`src/rtl/vc_fill_ctrl.sv`:
```
// vc_fill_ctrl: fill/replacement controller for an 8-way fully associative victim cache.
//
// An evicted L1 line is written into one VC way. The destination way is picked in this order:
//   1. the swap way, if the eviction is half of a VC hit;
//   2. otherwise the lowest-index invalid way;
//   3. otherwise the way the FIFO pointer selects.
// If the line being displaced is valid and dirty, it is written back to memory first.
// The block also owns the per-way tag/valid/dirty state that the hit-compare logic reads.
//
// Ports:
//   clk, rst (asynchronous, active low)
//   evict_valid/evict_ready  - handshake with L1. evict_addr, evict_dirty, evict_hit and
//                              evict_hit_way describe the line.
//   wb_req/wb_addr/wb_way    - write-back request to memory, held until wb_ack.
//   vc_datastore_read        - data store read enable, high while a write-back is pending.
//   vc_datastore_ld_mask     - one-hot data store write strobe.
//   way_valid/way_dirty/way_tags - per-way state. Way i's tag is at [i*s_vtag +: s_vtag].
//   dbg_state/dbg_ptr        - FSM state and FIFO replacement pointer, for observation only.
//
// Handshake: L1 raises evict_valid and holds every evict_* input (and the line data) stable
// until the cycle where evict_valid & evict_ready. evict_ready is high only in the single
// WRITE cycle, so the transfer completes in that cycle. If L1 drops evict_valid early, that is
// a protocol error; the transaction still finishes using the inputs captured at the start.
module vc_fill_ctrl #(
  parameter int s_offset   = 5,
  parameter int s_vtag     = 32 - s_offset,
  parameter int size_of_vc = 8
) (
  input  logic                         clk,
  input  logic                         rst,
  input  logic                         evict_valid,
  output logic                         evict_ready,
  input  logic [s_vtag-1:0]            evict_addr,
  input  logic                         evict_dirty,
  input  logic                         evict_hit,
  input  logic [size_of_vc-1:0]        evict_hit_way,
  output logic                         wb_req,
  output logic [s_vtag-1:0]            wb_addr,
  output logic [size_of_vc-1:0]        wb_way,
  input  logic                         wb_ack,
  output logic                         vc_datastore_read,
  output logic [size_of_vc-1:0]        vc_datastore_ld_mask,
  output logic [size_of_vc-1:0]        way_valid,
  output logic [size_of_vc-1:0]        way_dirty,
  output logic [size_of_vc*s_vtag-1:0] way_tags,
  output logic [1:0]                   dbg_state,
  output logic [$clog2(size_of_vc)-1:0] dbg_ptr
);

  localparam int way_w = $clog2(size_of_vc);

  typedef enum logic [1:0] {
    IDLE  = 2'd0,
    WB    = 2'd1,
    WRITE = 2'd2
  } state_t;

  state_t                              state_q, state_d;
  logic [way_w-1:0]                    tgt_q, tgt_d;
  logic                                from_ptr_q, from_ptr_d;
  logic [s_vtag-1:0]                   addr_q, addr_d;
  logic                                edirty_q, edirty_d;
  logic [way_w-1:0]                    ptr_q, ptr_d;
  logic [size_of_vc-1:0]               valid_q, valid_d;
  logic [size_of_vc-1:0]               dirty_q, dirty_d;
  logic [size_of_vc-1:0][s_vtag-1:0]   tags_q, tags_d;

  // Candidate-way selection. Each loop runs from the highest index down to 0,
  // so the lowest index that matches is the one left in the result.
  logic [way_w-1:0] hit_idx, inv_idx, sel_idx;
  logic             use_hit, inv_any, sel_from_ptr;

  always_comb begin
    hit_idx = '0;
    inv_idx = '0;
    for (int i = size_of_vc - 1; i >= 0; i--) begin
      if (evict_hit_way[i]) hit_idx = i[way_w-1:0];
      if (!valid_q[i])      inv_idx = i[way_w-1:0];
    end
    // A hit flag with an empty way vector is treated as an ordinary miss.
    use_hit      = evict_hit && (evict_hit_way != '0);
    inv_any      = ~&valid_q;
    sel_from_ptr = 1'b0;
    if (use_hit) begin
      sel_idx = hit_idx;
    end else if (inv_any) begin
      sel_idx = inv_idx;
    end else begin
      sel_idx      = ptr_q;
      sel_from_ptr = 1'b1;
    end
  end

  // State register
  always_ff @(posedge clk or negedge rst) begin
    if (!rst) begin
      state_q    <= IDLE;
      tgt_q      <= '0;
      from_ptr_q <= 1'b0;
      addr_q     <= '0;
      edirty_q   <= 1'b0;
      ptr_q      <= '0;
      valid_q    <= '0;
      dirty_q    <= '0;
      tags_q     <= '0;
    end else begin
      state_q    <= state_d;
      tgt_q      <= tgt_d;
      from_ptr_q <= from_ptr_d;
      addr_q     <= addr_d;
      edirty_q   <= edirty_d;
      ptr_q      <= ptr_d;
      valid_q    <= valid_d;
      dirty_q    <= dirty_d;
      tags_q     <= tags_d;
    end
  end

  // Next-state logic; the way-state update happens when WRITE ends
  always_comb begin
    state_d    = state_q;
    tgt_d      = tgt_q;
    from_ptr_d = from_ptr_q;
    addr_d     = addr_q;
    edirty_d   = edirty_q;
    ptr_d      = ptr_q;
    valid_d    = valid_q;
    dirty_d    = dirty_q;
    tags_d     = tags_q;
    case (state_q)
      IDLE: begin
        if (evict_valid) begin
          addr_d     = evict_addr;
          edirty_d   = evict_dirty;
          tgt_d      = sel_idx;
          from_ptr_d = sel_from_ptr;
          // A swap way never needs a write-back: its line is moving to L1.
          if (!use_hit && valid_q[sel_idx] && dirty_q[sel_idx]) state_d = WB;
          else                                                  state_d = WRITE;
        end
      end
      WB: begin
        if (wb_ack) state_d = WRITE;
      end
      WRITE: begin
        state_d        = IDLE;
        tags_d[tgt_q]  = addr_q;
        valid_d[tgt_q] = 1'b1;
        dirty_d[tgt_q] = edirty_q;
        if (from_ptr_q) ptr_d = ptr_q + 1'b1;
      end
      default: state_d = IDLE;
    endcase
  end

  // Output logic: each output is nonzero only in its own state
  logic [size_of_vc-1:0] tgt_onehot;
  assign tgt_onehot = {{(size_of_vc-1){1'b0}}, 1'b1} << tgt_q;

  always_comb begin
    evict_ready          = 1'b0;
    wb_req               = 1'b0;
    wb_addr              = '0;
    wb_way               = '0;
    vc_datastore_read    = 1'b0;
    vc_datastore_ld_mask = '0;
    case (state_q)
      WB: begin
        wb_req            = 1'b1;
        wb_addr           = tags_q[tgt_q];
        wb_way            = tgt_onehot;
        vc_datastore_read = 1'b1;
      end
      WRITE: begin
        evict_ready          = 1'b1;
        vc_datastore_ld_mask = tgt_onehot;
      end
      default: ;
    endcase
  end

  assign way_valid = valid_q;
  assign way_dirty = dirty_q;
  assign way_tags  = tags_q;
  assign dbg_state = state_q;
  assign dbg_ptr   = ptr_q;

endmodule

```
`config.mk`:
```
export PLATFORM = sky130hd
export DESIGN_NAME = vc_fill_ctrl
export DESIGN_NICKNAME = d
export VERILOG_FILES = /design/src/rtl/vc_fill_ctrl.sv
export SDC_FILE = /design/constraint.sdc
export NUM_CORES = 1
export LEC_CHECK = 0
export BUFFER_PORTS_ARGS = -buffer_cell sky130_fd_sc_hd__clkbuf_2
export CAP_MARGIN = 15
export CORE_ASPECT_RATIO = 0.8
export CORE_UTILIZATION = 40
export CTS_CLUSTER_DIAMETER = 40
export DETAILED_ROUTE_END_ITERATION = 8
export PLACE_DENSITY = 0.66
export SLEW_MARGIN = 20
export SYNTH_ARGS = -nofsm -noshare
export SYNTH_HDL_FRONTEND = slang
export SYNTH_SLANG_ARGS = --single-unit
```
`constraint.sdc`:
```
create_clock -name clk -period 2 [get_ports clk]
set_clock_uncertainty 0.1 [all_clocks]
set_input_delay 0.1 -clock clk [delete_from_list [all_inputs] [get_ports clk]]
set_output_delay 0.1 -clock clk [all_outputs]
set_load 0.005 [all_outputs]
```
# Word level (Yosys, flattened, before mapping)
# Index checks and enable logic that the tools add are counted.
# classes
add_sub_neg	1
magnitude_cmp	3
n_eq_ne	4
shift	1
n_mux	41
bitwise_logic	1
reduce_logical	11
# ops
op	count
$bwmux 216	1
$bmux 27 s3	1
$demux 27 s3	1
$mux 27	3
$mux 3	18
$mux 8	2
$bwmux 8	1
$lt 3x4->1 const B	2
$or 8x8->8	1
$reduce_and 8->1	1
$reduce_bool 8->1	1
$shl 1x3->8 const A	1
$mux 1	7
$bmux 1 s3	2
$mux 2	3
$reduce_and 2->1	3
$logic_and 1x1->1	4
$ne 2x2->1 const B	2
$pmux 2 s2	1
$add 3x1->3 const B	1
$demux 1 s3	1
$ge 3x1->1 const B	1
$eq 2x1->1 const B	1
$eq 2x2->1 const B	1
other kinds (2)	2
# totals
reg_bits	269
input_bits	41
output_inout_bits	283
elab_cells	78

# Depth between registers and ports, before layout
# Gate-level depths: netlist of run 1.
# depth
ltp_word	17
ltp_mapped	8
ltp_nobuf	6

# Worst setup path before layout of run 1
# OpenSTA, ideal clock, no wires.
# synth_timing
kind	register -> register
startpoint	register valid_q[6] (netlist: way_valid[6])
endpoint	register state_q[1] (netlist: dbg_state[1])
setup_ns	0.121
arrival_ns	2.007
t_required_ns	1.779
setup_slack_ns	-0.228
path_stages_with_launch	7
path_buffers	0
synth_period_minus_slack_ns	2.228
cell_sequence	dfrtp_1 nor2b_1 o2111a_2 mux2_4 a41o_1 or4_1 a22o_1
# synth_via
elab_chain_len	16
elab_cells_between_ends	19
classes_between	mux: 16; reduce/logical: 3
# synth_lines
element	line_no	rtl
start, declared	64	logic [size_of_vc-1:0] valid_q, valid_d;
start signal, assigned	113	valid_q <= valid_d;
$mux 3 (7 in a row)	78	if (!valid_q[i]) inv_idx = i[way_w-1:0];
$mux 3	86	end else if (inv_any) begin
$mux 3	84	if (use_hit) begin
$bmux 1 s3	138	if (!use_hit && valid_q[sel_idx] && dirty_q[sel_idx]) state_d = WB;
$mux 1 (implied by the code)	138	
$logic_and 1x1->1	138	
$logic_and 1x1->1 (*)	138	
$mux 2 (*)	138	
$mux 2 (*)	132	if (evict_valid) begin
$pmux 2 s2 (*)	130	case (state_q)
end signal, assigned	107	state_q <= state_d;
end, declared	58	state_t state_q, state_d;
# Mark *: on every way between the ends. The rest lies on a longest branch, timed or not. The select of a mux whose other input is x is not followed.
# A chain may end at the register's enable or synchronous reset.

# Final worst setup path of run 1
# layout_timing
startpoint	register tgt_q[0]
endpoint	output wb_addr[1]
# layout_via
elab_chain_len	3
# layout_lines
element	line_no	rtl
start, declared	59	logic [way_w-1:0] tgt_q, tgt_d;
start signal, assigned	108	tgt_q <= tgt_d;
$bmux 27 s3	170	wb_addr = tags_q[tgt_q];
$mux 27 (implied by the code)	170	
$mux 27	167	case (state_q)
end, declared	38	output logic [s_vtag-1:0] wb_addr,
# Every way passes these cells. The select of a mux whose other input is x is not followed.

==> flow_metrics.py, run 1 <==
metrics = {
    "finish": {
        "drive_above_1_share": 0.460,
        "antenna_cells": 0,
        "layout_commonest_cell": "nand2_1",
        "nFillCells": 2579,
        "fin_area_sq_mm": 0.0171,
        "final_cell_mix": "nand2_1 (436), clkbuf_2 (314), dfrtp_1 (265), mux2_2 (113), buf_4 (80)",
        "area_growth_pct": 38.8,
        "fin_util": 0.564,
        "fin_nets": 1577,
        "fin_cells": 1973,
    },
    "clocking": {
        "clk_path_buf_depth": 3,
        "cts_root_buf": "clkbuf_16",
        "clock_latency_ns": 0.51,
        "clk_transition_reported_paths_ns": 0.06,
        "htreeDepth": 2,
        "cts_tree": "built",
        "cts_buffers": 38,
        "cts.sinks": 269,
    },
    "logic_synthesis": {
        "synth_top_family_by_area": "multiplexers",
        "synth_edf_count": 0,
        "synthCells": 1115,
        "yosys_warnings": 0,
        "avgSynthCellArea_sq_um": 11.0,
        "async_flop_share": 1.00,
        "synth-adder-area-share": 0.00102,
        "synthSimpleGateAreaFrac": 0.167,
        "syn-cell-area_sq_mm": 0.0123,
        "ys_seq_area_frac": 0.547,
        "synth-compound-area-share": 0.0179,
        "synth.area.mux_share": 0.226,
        "synth-xor-area-share": 0.00142,
        "ys_types": 49,
        "synth_nets": 1157,
        "ys_ff_latch": 269,
        "ys.flop_type": "dfrtp_1",
    },
    "pwr": {
        "p_leak_uw": 0.00887,
        "irDropWorstVdd_uv": 857,
        "p_per_area_mw_per_mm2": 1650,
    },
    "status": {
        "outcome": "finished, violations left",
        "violations": "setup timing",
    },
    "floorplanning": {
        "core_sq_mm": 0.0303,
        "dieWidth_um": 198,
        "die_h_um": 159,
        "io_pins": 324,
        "fp-row-count": 57,
        "start_util": 0.406,
        "die-area_sq_mm": 0.0315,
    },
    "drt": {
        "wl_per_cell_um": 21.9,
        "drtIter0Drc": 623,
        "ant_nets": 0,
        "drc": 0,
        "routed-via-count": 10300,
        "drt-pass1-iter-count": 4,
        "viasPerCell": 5.24,
        "wl_mm": 43.2,
    },
    "place": {
        "numPortBuffers": 323,
        "placed_area_sq_mm": 0.0148,
        "dp_slack_ns": -0.247,
        "dp_hpwl_mm": 27.0,
        "gp_congestion": 0.946,
        "dpl.cell_count": 1831,
    },
    "sta": {
        "maxSlewHeadroom": 0.686,
        "slew_violations": 0,
        "finalHoldViolCount": 0,
        "fin_crit_sh": 1.18,
        "rsz0062_at_grt": "yes",
        "setup_violations": 46,
        "fmax_mhz": 423,
        "finalSetupTns_ns": -9.08,
        "period_needed_ns": 2.37,
        "setup_slack_ns": -0.366,
        "tightest_slew_ns": 0.471,
    },
    "critical_path": {
        "reg2reg_setup_slack_ns": -0.30,
        "arrival_ns": 2.17,
        "start_kind": "flip-flop",
        "cp_max_fo": 8,
        "cp-end-kind": "output pin",
        "worstPathRequired_ns": 1.80,
        "crit_type": "flip-flop to output pin",
    },
    "global_route": {
        "antenna_found_initial": 0,
        "grt_util_all_layers": 0.275,
        "grt_overflow": 0,
        "grt_pass1_vias": 10100,
        "grt_max_degree": 68,
        "grt_pass1_wl_mm": 63.7,
    },
    "run": {
        "maxCapViolCount": 0,
    },
    "min_path": {
        "hold_class": "input pin to flip-flop",
    },
}
flip-flops by register name (all words and copies together), names as in the netlist:
signal and flops:
way_tags 216, addr_q 27, way_dirty 8, way_valid 8
dbg_ptr 3, tgt_q 3, dbg_state 2, edirty_q 1
from_ptr_q 1
per-layer routing:
metal	wire length [um]	part of all wire	global-route usage
met5	0	0	0
met4	974	0.023	0.0677
met3	3500	0.081	0.0563
met2	20000	0.46	0.434
met1	18700	0.43	0.387
worst paths after layout:
| check | cells after the start | from | endpoint |
|---|---|---|---|
| setup reg to reg | 6 | way_valid[6] | dbg_state[1] |
| min in group asynchronous | 3 | rst | way_tags[54] |
| hold / removal | 5 | evict_hit_way[0] | from_ptr_q |
| hold reg to reg | 2 | way_tags[59] | way_tags[59] |
| max in group asynchronous | 4 | rst | way_tags[0] |
| setup / recovery | 7 | tgt_q[0] | wb_addr[1] |
critical path, cell delays in order, from the launching register on:
cell	delay [ns]
dfrtp_4	0.48
buf_12	0.16
buf_12	0.13
buf_16	0.14
mux4_2	0.42
mux2i_1	0.15
nor2_1	0.06
buf_2	0.12
repair_timing:
item,4_1_cts,5_1_grt
buffers inserted,15,25
setup endpoints to repair,43,41
pin swaps,5,14
gates resized for setup,43,24
endpoints found under the hold margin,302,0
cloned,9,0
hold buffers,33,0
power by group:
part           switching [uW]  total, uW  leakage, uW  internal (uW)
Combinational            5310      11400      0.00482           6050
Clock                    2510       6430     0.000597           3930
Sequential               2590      10500      0.00345           7870
through the flow:
stage,hold WS [ns],total power [uW]
global route,0.0346,29800
detailed placement,-0.0801,20800
CTS,0.00981,28300
finish,0.0109,28300
global placement,-0.0799,20400
floorplan,-0.296,15700
layout make-up:
class	count	area (sq um)	share of cell area
sequential	269	6740	0.394
multi-input combinational	745	5240	0.307
timing repair buffer	474	3340	0.195
clock buffer	48	1060	0.0620
tap	413	517	0.0302
clock inverter	17	164	0.00959
inverter	7	41.3	0.00241
kinds of logic after synthesis:
family,Yosys count
buf+inv,101
mux,196
xor+xnor,2
compound gates,27
fa+ha+maj,1
simple gates,519
flops,269
Yosys cell counts, types with 3 or more instances:
library cell | instances | share of area
nand2_1 | 440 | 0.13
mux2i_1 | 28 | 0.023
or3_1 | 3 | 0.0015
or2_2 | 6 | 0.0030
inv_1 | 7 | 0.0021
clkbuf_2 | 8 | 0.0033
buf_4 | 21 | 0.013
buf_2 | 4 | 0.0016
buf_1 | 17 | 0.0052
nor3_1 | 4 | 0.0016
nand3_1 | 4 | 0.0016
mux4_2 | 54 | 0.099
nor2_1 | 38 | 0.012
nand2b_1 | 11 | 0.0056
o21ai_0 | 5 | 0.0020
mux2_2 | 113 | 0.10
dfrtp_1 | 269 | 0.55
nand4_1 | 3 | 0.0015
clkbuf_1 | 41 | 0.012
a211oi_1 | 3 | 0.0018
(Power assumes the default switching activity.)
==> run 2: changes to the inputs <==
--- a/config.mk
+++ b/config.mk
@@ -5,13 +5,14 @@
 export SDC_FILE = /design/constraint.sdc
 export NUM_CORES = 1
 export LEC_CHECK = 0
+export ABC_CLOCK_PERIOD_IN_PS = 2400
 export BUFFER_PORTS_ARGS = -buffer_cell sky130_fd_sc_hd__clkbuf_2
 export CAP_MARGIN = 15
 export CORE_ASPECT_RATIO = 0.8
 export CORE_UTILIZATION = 40
 export CTS_CLUSTER_DIAMETER = 40
 export DETAILED_ROUTE_END_ITERATION = 8
-export PLACE_DENSITY = 0.66
+export HOLD_SLACK_MARGIN = 0.06
 export SLEW_MARGIN = 20
 export SYNTH_ARGS = -nofsm -noshare
 export SYNTH_HDL_FRONTEND = slang
==> constraint.sdc (replaced) <==
create_clock -name clk -period 2.4 [get_ports clk]
set_clock_uncertainty 0.1 [all_clocks]
set_input_delay 0.12 -clock clk [delete_from_list [all_inputs] [get_ports clk]]
set_output_delay 0.12 -clock clk [all_outputs]
set_load 0.005 [all_outputs]
==> run 2 against run 1 <==
Effect of this change:
- the flow now finishes without violations
- utilization shrank 1.9 points
- critical path depth shrank 1
- worst hold slack gained 0.061 ns
- design area shrank 3.4%
- setup slack gained 0.38 ns
- clock power shrank 5.6%
- clock-buffer cell count shrank 2
- global-route usage shrank 1.4 points
- highest routed layer unchanged
==> flow_metrics.py, run 2 (synthesis gave the netlist of run 1 again) <==
metrics = {
    "global_route": {
        "grt_overflow": 0,
        "grt_max_degree": 77,
        "grt_util_all_layers": 0.261,
        "grt_pass1_vias": 9823,
        "antenna_found_initial": 0,
        "grt_pass1_wl_mm": 61.9,
    },
    "finish": {
        "fin_nets": 1521,
        "layout_commonest_cell": "nand2_1",
        "seq_area_sq_mm": 0.00674,
        "multi_input_comb_area_sq_mm": 0.00516,
        "final_cell_mix": "nand2_1 (439), clkbuf_2 (323), dfrtp_1 (264), mux2_2 (113), mux4_2 (54)",
        "largest_reg_flops": 216,
        "area_growth_pct": 34.1,
        "drive_above_1_share": 0.433,
        "nFillCells": 2646,
        "fin_area_sq_mm": 0.0165,
        "antenna_cells": 0,
    },
    "drt": {
        "wl_mm": 41.2,
        "drc": 0,
        "drt-pass1-iter-count": 7,
        "routed-via-count": 10000,
        "ant_nets": 0,
        "wl_per_cell_um": 21.4,
        "viasPerCell": 5.21,
        "drtIter0Drc": 654,
    },
    "run": {
        "maxCapViolCount": 0,
    },
    "floorplanning": {
        "core_sq_mm": 0.0303,
        "dieWidth_um": 198,
        "fp-row-count": 57,
        "start_util": 0.406,
        "die-area_sq_mm": 0.0315,
        "die_h_um": 159,
        "io_pins": 324,
    },
    "sta": {
        "tightest_slew_ns": 0.637,
        "fin_crit_sh": 0.996,
        "period_needed_ns": 2.39,
        "setup_violations": 0,
        "rsz0062_at_grt": "yes",
        "finalSetupTns_ns": 0,
        "fmax_mhz": 418,
        "slew_violations": 0,
        "finalHoldViolCount": 0,
        "maxSlewHeadroom": 0.575,
    },
    "clocking": {
        "clock_latency_ns": 0.51,
        "clk_path_buf_depth": 3,
        "cts_buffers": 37,
        "cts.sinks": 269,
        "cts_root_buf": "clkbuf_16",
        "cts_tree": "built",
        "clk_transition_reported_paths_ns": 0.05,
        "htreeDepth": 2,
    },
    "pwr": {
        "p_per_area_mw_per_mm2": 1430,
        "p_sw_frac": 0.358,
        "irDropWorstVdd_uv": 702,
        "share_seq_of_total_power": 0.372,
        "cell_internal_pwr_uw": 15200,
        "totalPowerFinal_uw": 23600,
        "power_frac_clock": 0.257,
        "combPwrFrac": 0.372,
        "p_leak_uw": 0.00853,
        "p_sw_uw": 8460,
    },
    "critical_path": {
        "cp_num_buf_inv": 0,
        "critPathTopFamily": "simple AND/OR/NAND/NOR gates",
        "slowest_stage": "or4_1",
        "worstPathCellList": "nor2b_2, o2111a_2, mux2_4, a41o_1, or4_1, a22o_1",
        "crit_path_max_incr_delay_ns": 0.59,
        "worstPathRequired_ns": 2.68,
        "cp-end-kind": "flip-flop",
        "crit_type": "flip-flop to flip-flop",
        "cp_max_fo": 5,
        "arrival_ns": 2.67,
        "start_kind": "flip-flop",
    },
    "place": {
        "placed_area_sq_mm": 0.0146,
        "gp_congestion": 0.832,
        "numPortBuffers": 323,
        "dp_hpwl_mm": 27.4,
    },
    "min_path": {
        "hold_class": "input pin to flip-flop",
    },
    "status": {
        "outcome": "finished clean",
    },
}
run 2: changes by cell type in the layout (fill, tap and decap cells not counted), moves of 3 or more:
cell,delta
buf_2,-5
nand2_1,+3
bufbuf_16,-4
bufinv_16,+7
buf_4,-38
buf_6,-12
inv_1,+3
nor3_1,+3
clkbuf_2,+9
buf_12,-6
run 2: final timing paths:
kind                               from            to  slack, ns  cells past startpoint
min in group asynchronous           rst    dbg_ptr[0]       0.12                      2
max in group asynchronous           rst  way_tags[26]       1.33                      3
hold reg to reg            way_tags[80]  way_tags[80]       0.40                      2
hold / removal                evict_hit      tgt_q[1]       0.07                      3
setup / recovery           way_valid[6]  dbg_state[1]      0.009                      6
setup reg to reg           way_valid[6]  dbg_state[1]      0.009                      6
run 2: stage by stage:
stage	instances	setup WS [ns]	hold slack, ns	util
6_report	1921	0.00945	0.0717	0.545
5_1_grt	1921	-0.0445	0.0824	0.545
4_1_cts	1914	-0.0323	0.0953	0.539
3_5_place_dp	1812	0.0106	0.0636	0.481
3_3_place_gp	1812	0.0743	0.0581	0.481
2_1_floorplan	1115	0.172	-0.276	-
run 2: layout make-up:
type,count,share of cell area
inverters,7,0.00212
clock inverters,22,0.0206
well taps,413,0.0313
repair buffers,419,0.163
flip-flops and latches,269,0.408
clock buffers,46,0.0625
multi-input cells,745,0.312
run 2: power by group through the flow:
stage	Combinational (uW)	Sequential, uW	Clock, uW
3_3_place_gp	8210	8730	0
6_report	8780	8780	6070
5_1_grt	9550	9060	6390
4_1_cts	8520	8740	6160
3_5_place_dp	8390	8780	0
2_1_floorplan	5100	7970	0
run 2: timing repair:
item                       4_1_cts  5_1_grt
cloned                           1        2
hold endpoints to repair       295        0
gates resized for setup          5       18
pin swaps                        1        2
setup buffers                    0        5
hold buffers                    33        0
setup endpoints to repair        6       28
run 2: metal layers:
layer  track usage  wire (um)  vias up
met2         0.395      18700      416
met5             0          0        -
met1         0.381      18300     5071
li1              -          -     4453
met3        0.0580       3330       64
met4        0.0613        825        0
run 2: tightest hold or removal path, cell delays in order:
cell and delay [ns]:
clkbuf_2 0.12, a32o_2 0.19, o21ai_0 0.15
==> run 3: changes to the inputs <==
--- a/config.mk
+++ b/config.mk
@@ -10,10 +10,11 @@
 export CAP_MARGIN = 15
 export CORE_ASPECT_RATIO = 0.8
 export CORE_UTILIZATION = 40
+export CTS_BUF_LIST = sky130_fd_sc_hd__clkbuf_8
 export CTS_CLUSTER_DIAMETER = 40
+export CTS_CLUSTER_SIZE = 28
 export DETAILED_ROUTE_END_ITERATION = 8
 export HOLD_SLACK_MARGIN = 0.06
-export SLEW_MARGIN = 20
 export SYNTH_ARGS = -nofsm -noshare
 export SYNTH_HDL_FRONTEND = slang
 export SYNTH_SLANG_ARGS = --single-unit
==> run 3 against run 2 <==
Effect of this change:
- clock-buffer cell count is 5 lower
- setup slack lost 0.0070 ns
- combinational power grew 2%
- register-to-register slack better by 0.05 ns
- utilization down 1.2 points
- sequential cell count did not move
- maximum frequency down 0.29%
- sequential power shrank 0.6%
- global-route usage increased by 0.26 points
- critical endpoint is now wb_addr[16]
- highest routed layer unchanged
==> flow_metrics.py, run 3 (synthesis gave the netlist of run 1 again) <==
metrics = {
    "status": {
        "outcome": "finished clean",
    },
    "global_route": {
        "grt_overflow": 0,
        "grt_util_all_layers": 0.263,
        "grt_max_degree": 77,
        "grt_pass1_vias": 9805,
        "grt_pass1_wl_mm": 62.4,
        "antenna_found_initial": 0,
    },
    "finish": {
        "final_cell_mix": "nand2_1 (439), clkbuf_2 (319), dfrtp_1 (266), mux2_2 (113), mux4_2 (54)",
        "area_growth_pct": 31.2,
        "antenna_cells": 0,
        "largest_reg_flops": 216,
        "fin_nets": 1529,
        "fin_cells": 1929,
        "drive_above_1_share": 0.439,
        "fin_util": 0.533,
        "layout_commonest_cell": "nand2_1",
    },
    "sta": {
        "fmax_mhz": 417,
        "setup_violations": 0,
        "fin_crit_sh": 0.999,
        "rsz0062_at_grt": "yes",
        "finalHoldViolCount": 0,
        "finalSetupTns_ns": 0,
        "period_needed_ns": 2.40,
        "maxSlewHeadroom": 0.578,
        "slew_violations": 0,
        "tightest_slew_ns": 0.634,
    },
    "floorplanning": {
        "die_h_um": 159,
        "io_pins": 324,
        "fp-row-count": 57,
        "core_sq_mm": 0.0303,
        "dieWidth_um": 198,
        "start_util": 0.406,
        "die-area_sq_mm": 0.0315,
    },
    "drt": {
        "drtIter0Drc": 634,
        "drc": 0,
        "drt-pass1-iter-count": 5,
        "viasPerCell": 5.15,
        "wl_mm": 41.4,
        "wl_per_cell_um": 21.5,
        "routed-via-count": 9932,
        "ant_nets": 0,
    },
    "clocking": {
        "htreeDepth": 2,
        "cts.sinks": 269,
        "clock_latency_ns": 0.55,
        "clk_transition_reported_paths_ns": 0.09,
        "cts_tree": "built",
        "cts_buffers": 37,
        "clk_path_buf_depth": 3,
        "cts_root_buf": "clkbuf_8",
    },
    "pwr": {
        "totalPowerFinal_uw": 22000,
        "p_leak_uw": 0.00837,
        "irDropWorstVdd_uv": 677,
        "p_per_area_mw_per_mm2": 1360,
    },
    "critical_path": {
        "worstPathRequired_ns": 2.18,
        "r2r_cells": 6,
        "crit_path_max_incr_delay_ns": 0.51,
        "arrival_ns": 2.18,
        "regToRegStartpoint": "way_valid[6]",
        "crit_type": "flip-flop to output pin",
        "worstSetupStartpoint": "tgt_q[0]",
        "cp-end-kind": "output pin",
        "start_kind": "flip-flop",
        "cp_max_fo": 5,
        "worstPathCellList": "buf_12, buf_16, mux4_2, mux2i_2, nor2_1, clkbuf_2",
        "slowest_stage": "mux4_2",
        "rr_endpoint": "dbg_state[1]",
        "reg2reg_setup_slack_ns": 0.06,
    },
    "place": {
        "dpl.cell_count": 1812,
        "gp_congestion": 0.832,
        "dp_hpwl_mm": 27.4,
        "numPortBuffers": 323,
    },
    "min_path": {
        "hold_class": "input pin to asynchronous set/reset pin",
    },
    "run": {
        "maxCapViolCount": 0,
    },
}
## run 3: cell types whose count changed in the layout (fill, tap and decap cells not counted), moves of 3 or more
cell / previous run / this run
buf_16: 1 / 4
clkbuf_1: 4 / 0
clkbuf_8: 3 / 41
clkbuf_2: 323 / 319
buf_4: 42 / 49
clkinvlp_4: 3 / 6
clkbuf_16: 41 / 1
buf_2: 0 / 4
## run 3: worst max path at each step
stage | end | slack [ns] | depth (start not counted)
2_1_floorplan | dbg_state[1] | 0.17 | 6
5_1_grt | wb_addr[13] | -0.07 | 6
6_report | wb_addr[16] | 0.002 | 6
4_1_cts | wb_addr[13] | -0.03 | 6
3_5_place_dp | dbg_state[1] | 0.01 | 6
3_3_place_gp | dbg_state[1] | 0.07 | 6
## run 3: worst max-delay path, delay by kind of cell (launching register included)
family / cells / cell delay (ns)
simple gates: 1 / 0.06
mux: 2 / 0.70
buf+inv: 3 / 0.43
flops: 1 / 0.45
## run 3: layout make-up
type | count | area, sq um
Sequential cell | 269 | 6740
Timing Repair Buffer | 427 | 2780
Inverter | 7 | 35.0
Clock buffer | 41 | 564
Multi-Input combinational cell | 745 | 5180
Clock inverter | 27 | 345
Tap cell | 413 | 517
Fill cell | 2673 | 14100
## run 3: timing repair
item,4_1_cts,5_1_grt
pin swaps,1,7
buffers inserted,6,5
gates resized for setup,14,23
cloned,3,1
setup endpoints to repair,21,27
endpoints found under the hold margin,301,1
hold buffers,33,1
## run 3: per-stage QoR
stage               setup slack, ns  hold WS (ns)  area [sq um]
finish                      0.00245        0.0805         16200
global route                -0.0691         0.116         16200
CTS                         -0.0327        0.0634         16000
detailed placement           0.0106        0.0636         14600
global placement             0.0743        0.0581         14600
floorplan                     0.172        -0.276         12300
## run 3: where the power goes
part | leakage (uW) | total [uW] | switching (uW) | internal (uW)
logic | 0.00446 | 8970 | 4230 | 4740
clock network | 0.000457 | 4310 | 1990 | 2320
registers | 0.00345 | 8730 | 2190 | 6550
## run 3: layer usage
layer / global-route usage / part of all wire
met5: 0 / 0
met2: 0.400 / 0.45
met1: 0.391 / 0.47
met3: 0.0538 / 0.065
met4: 0.0532 / 0.015
